[config.mk]
export PLATFORM = sky130hd
export DESIGN_NAME = lcd12864_bus_rx_flat
export DESIGN_NICKNAME = d
export VERILOG_FILES = /design/src/rtl/lcd12864_pkg.sv /design/src/rtl/lcd12864_bus_rx_if.sv /design/src/rtl/lcd12864_bus_sync.sv /design/src/rtl/lcd12864_bus_rx.sv /design/src/flat_wrapper.sv
export SDC_FILE = /design/constraint.sdc
export NUM_CORES = 1
export LEC_CHECK = 0
export CORE_UTILIZATION = 58
export CTS_CLUSTER_SIZE = 12
export DETAILED_ROUTE_END_ITERATION = 10
export PLACE_DENSITY = 0.75
export SLEW_MARGIN = 30
export SYNTH_ARGS = -nofsm -noshare
export SYNTH_HDL_FRONTEND = slang
export SYNTH_SLANG_ARGS = --single-unit
[constraint.sdc]
create_clock -name clk -period 3.4 [get_ports clk]
set_clock_uncertainty 0.1 [all_clocks]
set_input_delay 0.68 -clock clk [delete_from_list [all_inputs] [get_ports clk]]
set_output_delay 0.68 -clock clk [all_outputs]
set_load 0.05 [all_outputs]
[src/rtl/lcd12864_pkg.sv]
// Shared opcode masks, row base addresses, FSM states and decode helpers for
// the LCD12864 (ST7920-style) bus receiver.
package lcd12864_pkg;

  localparam logic [7:0] LCD_CLEAR   = 8'h01;
  localparam logic [7:0] LCD_HOME    = 8'h02;
  localparam logic [7:0] LCD_ENTRY   = 8'h04;
  localparam logic [7:0] LCD_DISPCTL = 8'h08;
  localparam logic [7:0] LCD_SHIFT   = 8'h10;
  localparam logic [7:0] LCD_FUNC    = 8'h20;
  localparam logic [7:0] LCD_CGRAM   = 8'h40;
  localparam logic [7:0] LCD_DDRAM   = 8'h80;

  localparam logic [7:0] LCD_ROW0 = 8'h80;
  localparam logic [7:0] LCD_ROW1 = 8'h90;
  localparam logic [7:0] LCD_ROW2 = 8'h88;
  localparam logic [7:0] LCD_ROW3 = 8'h98;

  localparam logic [7:0] LCD_BLANK     = 8'h20;
  localparam int         LCD_MEM_DEPTH = 64;

  typedef enum logic [1:0] {
    ST_RESET_FILL,
    ST_IDLE,
    ST_FILL
  } lcd_state_t;

  typedef enum logic [3:0] {
    OP_NONE, OP_CLEAR, OP_HOME, OP_ENTRY, OP_DISPCTL,
    OP_SHIFT, OP_FUNC, OP_CGRAM, OP_DDRAM
  } lcd_op_t;

  // Instruction class is selected by the highest set bit of the byte.
  function automatic lcd_op_t lcd_decode(input logic [7:0] b);
    if ((b & LCD_DDRAM) != 8'h00)        return OP_DDRAM;
    else if ((b & LCD_CGRAM) != 8'h00)   return OP_CGRAM;
    else if ((b & LCD_FUNC) != 8'h00)    return OP_FUNC;
    else if ((b & LCD_SHIFT) != 8'h00)   return OP_SHIFT;
    else if ((b & LCD_DISPCTL) != 8'h00) return OP_DISPCTL;
    else if ((b & LCD_ENTRY) != 8'h00)   return OP_ENTRY;
    else if ((b & LCD_HOME) != 8'h00)    return OP_HOME;
    else if ((b & LCD_CLEAR) != 8'h00)   return OP_CLEAR;
    else                                 return OP_NONE;
  endfunction

  function automatic logic [5:0] lcd_ac_step(input logic [5:0] ac, input logic up);
    return up ? ac + 6'd1 : ac - 6'd1;
  endfunction

endpackage

[src/rtl/lcd12864_bus_rx_if.sv]
// Host-side LCD12864 parallel write bus: the host drives it (master), the
// receiver samples it (slave).
interface lcd12864_bus_rx_if;
  logic       lcd_rs;
  logic       lcd_rw;
  logic       lcd_en;
  logic [7:0] lcd_dat;

  modport master (output lcd_rs, lcd_rw, lcd_en, lcd_dat);
  modport slave  (input  lcd_rs, lcd_rw, lcd_en, lcd_dat);
endinterface

[src/rtl/lcd12864_bus_sync.sv]
// Two-flop synchronizer for {en,rs,rw,dat} plus a falling-edge pulse on en;
// rs/rw/dat are presented from the same stage the edge is detected on.
module lcd12864_bus_sync (
  input  logic                    clk,
  input  logic                    rst_n,
  lcd12864_bus_rx_if.slave        bus,
  output logic                    en_fall,
  output logic                    rs,
  output logic                    rw,
  output logic [7:0]              dat
);
  localparam int W = 11;

  logic [W-1:0] raw;
  logic [W-1:0] synced;
  logic         en_d_reg;

  assign raw = {bus.lcd_en, bus.lcd_rs, bus.lcd_rw, bus.lcd_dat};

  generate
    for (genvar gi = 0; gi < W; gi++) begin : g_sync
      logic s1_reg;
      logic s2_reg;
      always_ff @(posedge clk or negedge rst_n) begin
        if (!rst_n) begin
          s1_reg <= 1'b0;
          s2_reg <= 1'b0;
        end else begin
          s1_reg <= raw[gi];
          s2_reg <= s1_reg;
        end
      end
      assign synced[gi] = s2_reg;
    end
  endgenerate

  always_ff @(posedge clk or negedge rst_n) begin
    if (!rst_n) en_d_reg <= 1'b0;
    else        en_d_reg <= synced[10];
  end

  assign en_fall       = en_d_reg & ~synced[10];
  assign {rs, rw, dat} = synced[9:0];
endmodule

[src/rtl/lcd12864_bus_rx.sv]
// LCD12864 write-bus receiver: decodes the basic instruction set into a
// 64-byte DDRAM image. Optional drop counter: LCD12864_RX_DROP_CNT_EN.
module lcd12864_bus_rx
  import lcd12864_pkg::*;
#(
  parameter int CLEAR_CYCLES = 64
) (
  input  logic                    clk,
  input  logic                    rst_n,
  lcd12864_bus_rx_if.slave        bus,
  input  logic [1:0]              rd_row,
  input  logic [3:0]              rd_col,
  output logic [7:0]              rd_data,
  output logic                    busy,
  output logic                    disp_on,
  output logic                    cursor_on,
  output logic                    blink_on,
  output logic                    ext_mode,
  output logic [5:0]              ac,
  output logic                    cmd_valid,
  output logic                    cmd_rs,
  output logic [7:0]              cmd_byte,
  output logic                    drop
`ifdef LCD12864_RX_DROP_CNT_EN
  , output logic [7:0]            drop_cnt
`endif
);
  localparam int CW = $clog2(CLEAR_CYCLES);

  logic            en_fall, s_rs, s_rw;
  logic [7:0]      s_dat;
  lcd_state_t      state_reg;
  logic [CW-1:0]   fill_cnt_reg;
  logic            id_reg;
  logic            filling, fill_last, gate, exec, drop_ev;
  logic            mem_we;
  logic [5:0]      mem_waddr;
  logic [7:0]      mem_wdata;
  lcd_op_t         op;
  logic [7:0]      mem [0:LCD_MEM_DEPTH-1];

  lcd12864_bus_sync u_sync (
    .clk     (clk),
    .rst_n   (rst_n),
    .bus     (bus),
    .en_fall (en_fall),
    .rs      (s_rs),
    .rw      (s_rw),
    .dat     (s_dat)
  );

  // busy lags the state by a cycle; gating on both covers the whole window.
  assign filling   = (state_reg != ST_IDLE);
  assign fill_last = (fill_cnt_reg == CW'(CLEAR_CYCLES - 1));
  assign gate      = filling | busy;
  assign exec      = en_fall & ~gate & ~s_rw;
  assign drop_ev   = en_fall & (gate | s_rw);
  assign op        = lcd_decode(s_dat);

  always_comb begin
    mem_we    = 1'b0;
    mem_waddr = ac;
    mem_wdata = s_dat;
    if (filling) begin
      mem_we    = (int'(fill_cnt_reg) < LCD_MEM_DEPTH);
      mem_waddr = fill_cnt_reg[5:0];
      mem_wdata = LCD_BLANK;
    end else if (exec && s_rs && !ext_mode) begin
      mem_we = 1'b1;
    end
  end

  always_ff @(posedge clk) begin
    if (mem_we) mem[mem_waddr] <= mem_wdata;
  end

  // Rows 1 and 2 are interleaved in DDRAM, hence the swapped row bits.
  always_ff @(posedge clk or negedge rst_n) begin
    if (!rst_n) rd_data <= 8'h00;
    else        rd_data <= mem[{rd_row[0], rd_row[1], rd_col}];
  end

  always_ff @(posedge clk or negedge rst_n) begin
    if (!rst_n) begin
      state_reg    <= ST_RESET_FILL;
      fill_cnt_reg <= '0;
      busy         <= 1'b1;
      id_reg       <= 1'b1;
      ac           <= 6'd0;
      ext_mode     <= 1'b0;
      disp_on      <= 1'b0;
      cursor_on    <= 1'b0;
      blink_on     <= 1'b0;
      cmd_valid    <= 1'b0;
      cmd_rs       <= 1'b0;
      cmd_byte     <= 8'h00;
      drop         <= 1'b0;
    end else begin
      cmd_valid <= 1'b0;
      drop      <= drop_ev;
      busy      <= filling;

      case (state_reg)
        ST_RESET_FILL, ST_FILL: begin
          if (fill_last) state_reg <= ST_IDLE;
          else           fill_cnt_reg <= fill_cnt_reg + 1'b1;
        end
        default: ;
      endcase

      if (exec) begin
        cmd_valid <= 1'b1;
        cmd_rs    <= s_rs;
        cmd_byte  <= s_dat;
        if (s_rs) begin
          if (!ext_mode) ac <= lcd_ac_step(ac, id_reg);
        end else if (op == OP_FUNC) begin
          ext_mode <= s_dat[2];
        end else if (!ext_mode) begin
          case (op)
            OP_DDRAM:   ac <= {s_dat[4:0], 1'b0};
            OP_SHIFT:   if (!s_dat[3]) ac <= lcd_ac_step(ac, s_dat[2]);
            OP_DISPCTL: begin
              disp_on   <= s_dat[2];
              cursor_on <= s_dat[1];
              blink_on  <= s_dat[0];
            end
            OP_ENTRY:   id_reg <= s_dat[1];
            OP_HOME:    ac <= 6'd0;
            OP_CLEAR: begin
              ac           <= 6'd0;
              id_reg       <= 1'b1;
              state_reg    <= ST_FILL;
              fill_cnt_reg <= '0;
            end
            default: ;
          endcase
        end
      end
    end
  end

`ifdef LCD12864_RX_DROP_CNT_EN
  always_ff @(posedge clk or negedge rst_n) begin
    if (!rst_n)                          drop_cnt <= 8'h00;
    else if (drop_ev && drop_cnt != 8'hFF) drop_cnt <= drop_cnt + 8'd1;
  end
`endif

endmodule

[src/flat_wrapper.sv]
// flat-port wrapper written by rule: the top's interface ports become plain ports
module lcd12864_bus_rx_flat import lcd12864_pkg::*;
#(
  parameter int CLEAR_CYCLES = 64
)
  (clk, rst_n, rd_row, rd_col, rd_data, busy, disp_on, cursor_on, blink_on, ext_mode, ac, cmd_valid, cmd_rs, cmd_byte, drop, bus_lcd_rs, bus_lcd_rw, bus_lcd_en, bus_lcd_dat);
  lcd12864_bus_rx_if bus_i ();
  input  logic clk;
  input  logic rst_n;
  input  logic [1:0] rd_row;
  input  logic [3:0] rd_col;
  output logic [7:0] rd_data;
  output logic busy;
  output logic disp_on;
  output logic cursor_on;
  output logic blink_on;
  output logic ext_mode;
  output logic [5:0] ac;
  output logic cmd_valid;
  output logic cmd_rs;
  output logic [7:0] cmd_byte;
  output logic drop;
  input wire logic [$bits(bus_i.lcd_rs)-1:0] bus_lcd_rs;
  input wire logic [$bits(bus_i.lcd_rw)-1:0] bus_lcd_rw;
  input wire logic [$bits(bus_i.lcd_en)-1:0] bus_lcd_en;
  input wire logic [$bits(bus_i.lcd_dat)-1:0] bus_lcd_dat;
  assign bus_i.lcd_rs = bus_lcd_rs;
  assign bus_i.lcd_rw = bus_lcd_rw;
  assign bus_i.lcd_en = bus_lcd_en;
  assign bus_i.lcd_dat = bus_lcd_dat;
  lcd12864_bus_rx #(.CLEAR_CYCLES(CLEAR_CYCLES)) u_core (.clk(clk), .rst_n(rst_n), .bus(bus_i), .rd_row(rd_row), .rd_col(rd_col), .rd_data(rd_data), .busy(busy), .disp_on(disp_on), .cursor_on(cursor_on), .blink_on(blink_on), .ext_mode(ext_mode), .ac(ac), .cmd_valid(cmd_valid), .cmd_rs(cmd_rs), .cmd_byte(cmd_byte), .drop(drop));
endmodule
Word-level counts from Yosys, hierarchy flattened:

Memories as Yosys holds them, arrays and structs flattened. A register that Yosys moved wholly into a read port is not among the register bits.
Cells that the tools add are included.

* bits in registers: 54
* memory bits (writable): 512
* input port bits: 19
* output and inout port bits: 30
* logic and storage cells: 115
* memories: 1

Memories
* u_core.mem: depth 64, bits a word 8, read ports 1, clocked after Yosys merged registers in 1, write ports 1, line lcd12864_bus_rx.sv:40 `logic [7:0] mem [0:LCD_MEM_DEPTH-1];`

* $add $sub $neg: 3
* equal/unequal tests: 12
* mux-type cells: 38
* bitwise logic cells: 12
* reductions and logical operators: 13

Operator list (count)
* $mux 6: 15
* $mux 4: 7
* $pmux 6 s3: 1
* $reduce_and 5->1: 3
* $mux 2: 7
* $add 6x1->6 const B: 2
* $eq 4x3->1 const B: 3
* $eq 4x2->1 const B: 2
* $mux 8: 1
* $eq 6x6->1 const B: 1
* $mux 1: 6
* $not 1->1: 6
* $sub 6x1->6 const B: 1
* $and 1x1->1: 4
* $eq 4x1->1 const B: 1
* $eq 4x4->1 const B: 1
* $reduce_bool 4->1: 1
* $reduce_or 2->1: 2
* $ne 3x3->1 const B: 1
* $reduce_and 3->1: 1
* $eq 2x2->1 const B: 1
* $logic_and 1x1->1: 2
* $logic_not 1->1: 2
* $logic_not 2->1: 1
* 5 further kinds: 6

Depth between registers and ports, before layout:

Gate-level depths: netlist of run 1.

* depth after elaboration: 14
* gate-level depth with buffers: 9
* gate-level depth less buffers: 7

Cells and area by module:

Synthesis of run 1 repeated with hierarchy kept, for this count alone.

* cells, all modules: 1194
* area, all modules: 22803.1 sq um

Modules (own cells, without submodules)
* lcd12864_bus_rx: times used 1, cells each 1162, area each 22153.7 sq um, sequential area each 16353.2 sq um
* lcd12864_bus_sync: times used 1, cells each 32, area each 649.4 sq um, sequential area each 575.6 sq um

Worst setup path after synthesis of run 1:

Ideal clock, no wire load.

* path type: flip-flop to flip-flop
* start point: register u_core.state_reg[1]
* end point: memory u_core.mem[33][0], enable pin
* library setup time: 0.370 ns
* arrival: 2.382 ns
* data required time: 2.930 ns
* path slack: 0.548 ns
* cell stages (with the launch flop): 8
* buffers on the path: 1
* clock period less this slack: 2.852 ns
* cell sequence: dfrtp_1 > and2b_2 > inv_4 > or4_4 > buf_6 > o31ai_4 > nand4b_1 > nor2_1

* cells in the longest elaborated chain, start to end: 11
* elaborated cells between the ends (all ways): 12
* classes of those cells: eq/ne (1); mux (5); bitwise (4); reduce/logical (2)

RTL lines
* start, declared: line lcd12864_bus_rx.sv:32 `lcd_state_t state_reg;`
* start signal, assigned: line lcd12864_bus_rx.sv:85 `state_reg <= ST_RESET_FILL;`
* start signal, assigned: line lcd12864_bus_rx.sv:105 `if (fill_last) state_reg <= ST_IDLE;`
* start signal, assigned: line lcd12864_bus_rx.sv:133 `state_reg <= ST_FILL;`
* $ne 2x1->1 (*): line lcd12864_bus_rx.sv:53 `assign filling = (state_reg != ST_IDLE);`
* net u_core.filling: line lcd12864_bus_rx.sv:35 `logic filling, fill_last, gate, exec, drop_ev;`
* $or 1x1->1: line lcd12864_bus_rx.sv:55 `assign gate = filling | busy;`
* $not 1->1: line lcd12864_bus_rx.sv:56 `assign exec = en_fall & ~gate & ~s_rw;`
* $and 1x1->1 (2 in a row): line lcd12864_bus_rx.sv:56
* $logic_and 1x1->1 (2 in a row): line lcd12864_bus_rx.sv:68 `end else if (exec && s_rs && !ext_mode) begin`
* $mux 1: line lcd12864_bus_rx.sv:68
* $mux 1: line lcd12864_bus_rx.sv:64 `if (filling) begin`
* $mux 1: line lcd12864_bus_rx.sv:74 `if (mem_we) mem[mem_waddr] <= mem_wdata;`
* $mux 1 (implied by the code): line lcd12864_bus_rx.sv:74
* end, declared: line lcd12864_bus_rx.sv:40

The timed path passes the listed nets; every way through them passes the cells marked *.

Worst setup path after layout of run 1:

* start point: register u_core.state_reg[1]
* end point: memory u_core.mem[52][2], enable pin

The elaborated chain is that of the path after synthesis.

==> results of run 1 <==
-- timing repair --
item / CTS / global route
hold endpoints to repair: 19 / 0
gates resized for setup: 0 / 0
hold buffers: 1 / 0
endpoints found under the setup margin: 0 / 0
-- routing by layer --
layer  GRT usage, %  share of wire (%)
met1           39.9                 40
met2           42.1                 48
met3           4.93                9.1
met4           8.40                2.6
met5              0                  0
-- logic make-up (layout without fill, tap and decap cells) --
family | Yosys count | in the layout
flip-flops | 574 | 574
buffers and inverters | 69 | 277
adder cells (fa/ha/maj) | 3 | 3
AO/OA/AOI/OAI | 122 | 122
multiplexers | 159 | 159
XOR/XNOR | 7 | 7
AND/OR/NAND/NOR | 243 | 243
-- critical path, stage by stage, from the launching register on --
cell and delay, ns:
dfrtp_1 0.43, and2b_2 0.39, inv_4 0.13, or4_4 0.53, o31ai_4 0.38, nand2b_1 0.45
nor2_1 0.27, buf_4 0.21
-- power groups by stage --
stage / Combinational (uW) / Sequential [uW] / Clock [uW]
after global routing: 444 / 7610 / 5890
after detailed placement: 416 / 7760 / 0
final: 416 / 7620 / 5560
after global placement: 412 / 7760 / 0
after CTS: 419 / 7620 / 5640
after floorplan: 228 / 7780 / 0
-- worst paths after layout --
check	start	endpoint	slack, ns	depth (start not counted)
max	u_core.state_reg[1]	u_core.mem[52][2]	0.21	7
max reg2reg	u_core.state_reg[1]	u_core.mem[52][2]	0.21	7
min in group asynchronous	rst_n	u_core.ac[2]	0.48	2
max in group asynchronous	rst_n	u_core.rd_data[1]	1.74	3
min	u_core.u_sync.g_sync[9].s1_reg	u_core.u_sync.rs	0.24	0
min reg2reg	u_core.u_sync.g_sync[9].s1_reg	u_core.u_sync.rs	0.24	0
-- Yosys cell counts (5+ instances only) --
cell type,number
o221ai_1,7
o21ai_0,21
a221oi_1,6
nand2_1,38
edfxtp_1,512
nand3_1,17
nand3b_1,5
a22oi_1,10
and2_1,7
o22ai_1,17
nor3_1,14
a21o_1,8
nor2b_1,15
mux2_2,20
buf_2,21
inv_1,8
nand2b_1,17
a21oi_1,12
dfrtp_1,60
mux2i_1,14
mux4_2,125
clkbuf_1,32
nor2_1,93
a211oi_1,12
a31oi_1,9
xnor2_1,5
or2_2,7
-- final cells by class --
cell class                      instances  area share [%]
Sequential cell                       574            64.8
Clock inverter                          8           0.177
Inverter                                9           0.139
Tap cell                              511            2.45
Clock buffer                           84            5.96
Timing Repair Buffer                  176            5.89
Multi-Input combinational cell        534            20.6
-- per-stage QoR --
step	util (%)	area, sq um	cells	worst slack [ns]
3_3_place_gp	64.5	24500	1803	0.374
2_1_floorplan	-	22600	1177	0.548
3_5_place_dp	64.5	24500	1803	0.297
5_1_grt	68.7	26100	1896	0.0565
4_1_cts	68.7	26100	1896	0.246
6_report	68.7	26100	1896	0.207
==> flow_summary.toml, run 1 <==
[outcome]
status = "completed"

[logic_synthesis]
synth-seq-cells = 574
ys_async_sr_fraction_pct = 10.8
synth_top_area_share_pct = 68.1
synth_fa_ha_area_share_pct = 0.166
synth_area_sq_um = 22600
synth-xor-area-share_pct = 0.271
synth_mux_area_share_pct = 14.1
synthSimpleGateAreaFrac_pct = 5.41
synthCells = 1177
synth_edf_count = 512
synth_top_family_by_area = "multiplexers"
synth_compound_area_share_pct = 3.77
synth_area_leaders = "edfxtp_1 68%, mux4_2 12%, dfrtp_1 6.6%"
synthFlopType = "edfxtp_1"
synth.largest_area_cell = "edfxtp_1"
yosysWarnings = 0
synthDistinctLibCells = 62
syn_nets = 1199
syn_avg_cell_area_sq_um = 19.2
synth-seq-area-share_pct = 74.9

[final_layout]
final_cell_mix = "512 x edfxtp_1, 125 x mux4_2, 120 x buf_4"
drive_gt1_share_pct = 26.4
area_growth_pct = 15.7
multi_input_area_sq_um = 5380
n_antenna_cell = 0
layout_commonest_cell = "edfxtp_1"
regArea_sq_um = 16900
fin_nets = 1373
fillers = 2401
largest_reg_flops = 512

[worst_setup_path]
critPathRequiredTime_ns = 3.60
critPathMaxFanout = 11
arrival_ns = 3.39
critPathCaptureType = "register"
critPathKind = "reg -> reg"
startpoint_type = "register"

[global_routing]
grt.overflow.total = 0
grt_max_degree = 65
grt_pass1_wl_mm = 76.7
grt_pass1_vias = 12000
grt_antenna_before_repair = 0
grtUsageTotal_pct = 27.1

[sta]
fmax_mhz = 313
whs_ns = 0.237
finalMaxSlewViolations = 0
min_period_ns = 3.19
setup_violations = 0
worst_slew_pin_slew_ns = 0.867
tns_ns = 0
post-route-period-util_pct = 93.9
max_slew_margin_pct = 42.2
rsz0062_at_grt = "no"
hold_violations = 0

[route]
dr.pass1.iters = 5
drt-total-wl_mm = 51.5
postRouteAntennaNets = 0
vias = 12000
wl_per_cell_um = 27.2
drt_iter0_markers = 1347
drc = 0
routed_via_density = 6.35

[place]
gp_congestion = 0.855
dp_hpwl_mm = 32.6
portBuffers = 48

[die]
core_region_area_sq_um = 38000
top_level_ports = 49
die-area_sq_um = 39700
start_util_pct = 59.4
die_h_um = 199
num_rows = 71
fp.dieW_um = 199

[clock_network]
cts_tree = "built"
clock_latency_ns = 0.59
cts_setup_buffers = 0
clkTransAtPathRegs_ns = 0.06
cts_buffer_depth = 3
cts.sinks = 574
cts_max_level = 2
clock-root-buffer = "clkbuf_16"
cts_buffers = 56

[pwr]
vdd_ir_drop_max_mv = 0.462
seqPwrFrac_pct = 56.0
combPwrFrac_pct = 3.1
powerDensity_nw_per_um2 = 520
p_sw_uw = 2700
power_uw = 13600
intPower_uw = 10900
p_clk_share_pct = 40.9
p_leak_uw = 0.00747
netSwitchingFraction_pct = 19.9

[job]
maxCapViolCount = 0

[hold_path]
hp-class = "reg -> reg"
Power figures use the tool's default switching activity.
==> inputs of run 2 (changes only) <==
- CORE_UTILIZATION: 58 -> 40
- PLACE_DENSITY: 0.75 -> unset
==> run 2 against run 1 <==
Net effect:
- global-route usage down 8.1 points
- combinational power up 3%
- flip-flop and latch count unchanged
- via count down 1.2%
- highest routed layer is now met5
- register-to-register slack better by 0.03 ns
- fmax up 0.84%
- hold slack better by 0.0095 ns
- critical path depth unchanged
- first-iteration DRC count down 17%
- sequential share of layout area down 1.3 points
- critical path type unchanged
- final area up 2.1%
- largest power group unchanged
- wire length up 3.7%
==> flow_summary.toml, run 2 (synthesized netlist as in run 1, its figures left out) <==
[worst_setup_path]
timing.rr.start = "u_core.state_reg[1]"
critPathRequiredTime_ns = 3.61
crit_path_end = "u_core.mem[57][7]"
arrival_ns = 3.38
rr_worst_depth = 7
startpoint = "u_core.state_reg[1]"
startpoint_type = "register"
critPathMaxFanout = 11
critPathCaptureType = "register"
critPathKind = "reg -> reg"
reg2reg_slack_ns = 0.23
r2r_end = "u_core.mem[57][7]"

[clock_network]
cts_max_level = 2
cts_buffers = 58
cts.repair.resized = 0
cts_buffer_depth = 3
cts.sinks = 574
cts_setup_buffers = 0
clock-root-buffer = "clkbuf_16"
clock_latency_ns = 0.62
clkTransAtPathRegs_ns = 0.06
cts_tree = "built"

[sta]
whs_ns = 0.246
max_slew_margin_pct = 48.7
tns_ns = 0
post-route-period-util_pct = 93.1
fmax_mhz = 316
rsz0062_at_grt = "no"
worst_slew_pin_slew_ns = 0.770
min_period_ns = 3.17
setup_ws_ns = 0.233
setup_violations = 0
hold_violations = 0
finalMaxSlewViolations = 0

[pwr]
vdd_ir_drop_max_mv = 0.371
powerDensity_nw_per_um2 = 526
p_leak_uw = 0.00760
power_uw = 14000

[global_routing]
grt_pass1_vias = 12000
grt_pass1_wl_mm = 79.1
grt.overflow.total = 0
grt_max_degree = 65
grtUsageTotal_pct = 19.0
grt_antenna_before_repair = 1

[die]
die-area_sq_um = 57400
die_h_um = 240
num_rows = 86
fp.dieW_um = 240
core_region_area_sq_um = 55400
start_util_pct = 40.8
top_level_ports = 49

[route]
vias = 11900
dr.pass1.iters = 8
wl_per_cell_um = 24.8
drt-total-wl_mm = 53.4
drc = 0
routed_via_density = 5.53
postRouteAntennaNets = 0
drt_iter0_markers = 1122

[final_layout]
drive_gt1_share_pct = 27.3
layout_commonest_cell = "edfxtp_1"
n_antenna_cell = 0
design_area_sq_um = 26700
largest_reg_flops = 512
final_cell_mix = "512 x edfxtp_1, 128 x buf_4, 125 x mux4_2"
fillers = 4572
area_growth_pct = 18.1
fin_nets = 1385

[job]
maxCapViolCount = 0

[place]
gp_congestion = 0.879
placed_area_sq_um = 24900
dp_hpwl_mm = 34.4
place_ws_ns = 0.260
portBuffers = 48

[outcome]
status = "completed"

[hold_path]
hp-class = "reg -> reg"
worstHoldStart = "u_core.u_sync.g_sync[0].s1_reg"
-- run 2: changes by cell type in the layout (fill, tap and decap cells not counted), sizes merged --
cell / delta
buf: +10
bufinv: +2
clkbuf: +1
clkinv: +6
clkinvlp: -1
-- run 2: worst min path at each step --
stage | end | slack [ns] | cells after the start
global route | u_core.u_sync.g_sync[10].s2_reg | 0.25 | 0
global placement | u_core.u_sync.g_sync[1].s2_reg | 0.23 | 0
finish | u_core.u_sync.g_sync[0].s2_reg | 0.25 | 0
floorplan | u_core.u_sync.g_sync[0].s2_reg | 0.23 | 0
CTS | u_core.u_sync.g_sync[10].s2_reg | 0.25 | 0
detailed placement | u_core.u_sync.g_sync[10].s2_reg | 0.23 | 0
-- run 2: per-layer routing --
layer  routed length (um)  track usage (%)  vias up
met3                 3760             3.99       86
met1                23100             26.8     6206
met2                25300             29.8      462
li1                     -                -     5143
met5                    7                0        -
met4                 1290             5.44        2
-- run 2: area by class of cell --
| class | instances | area [sq um] | share of cell area (%) |
|---|---|---|---|
| inverter | 9 | 36.3 | 0.136 |
| timing repair buffer | 186 | 1640 | 6.15 |
| sequential | 574 | 16900 | 63.5 |
| clock buffer | 85 | 1620 | 6.06 |
| tap | 748 | 936 | 3.51 |
| clock inverter | 15 | 139 | 0.521 |
| multi-input combinational | 534 | 5380 | 20.2 |
-- run 2: critical path, stage by stage (launching register included) --
cell and delay [ns]:
dfrtp_1 0.42, and2b_2 0.40, inv_4 0.05, or4_4 0.50, o31ai_4 0.43, nand2b_1 0.46, nor2_1 0.30, buf_4 0.21
-- run 2: repair_timing --
action	CTS	global route
setup endpoints to repair	0	0
hold buffers	1	0
hold endpoints to repair	16	0
-- run 2: stage by stage --
step           utilization [%]  cells
3_5_place_dp              44.9   2050
5_1_grt                   48.1   2151
2_1_floorplan                -   1177
6_report                  48.1   2151
4_1_cts                   48.1   2151
3_3_place_gp              44.9   2050
-- run 2: power by group --
| group | internal (uW) | switching [uW] |
|---|---|---|
| Sequential | 7600 | 23.6 |
| Combinational | 178 | 249 |
| Clock | 3420 | 2570 |
| Total | 11200 | 2840 |
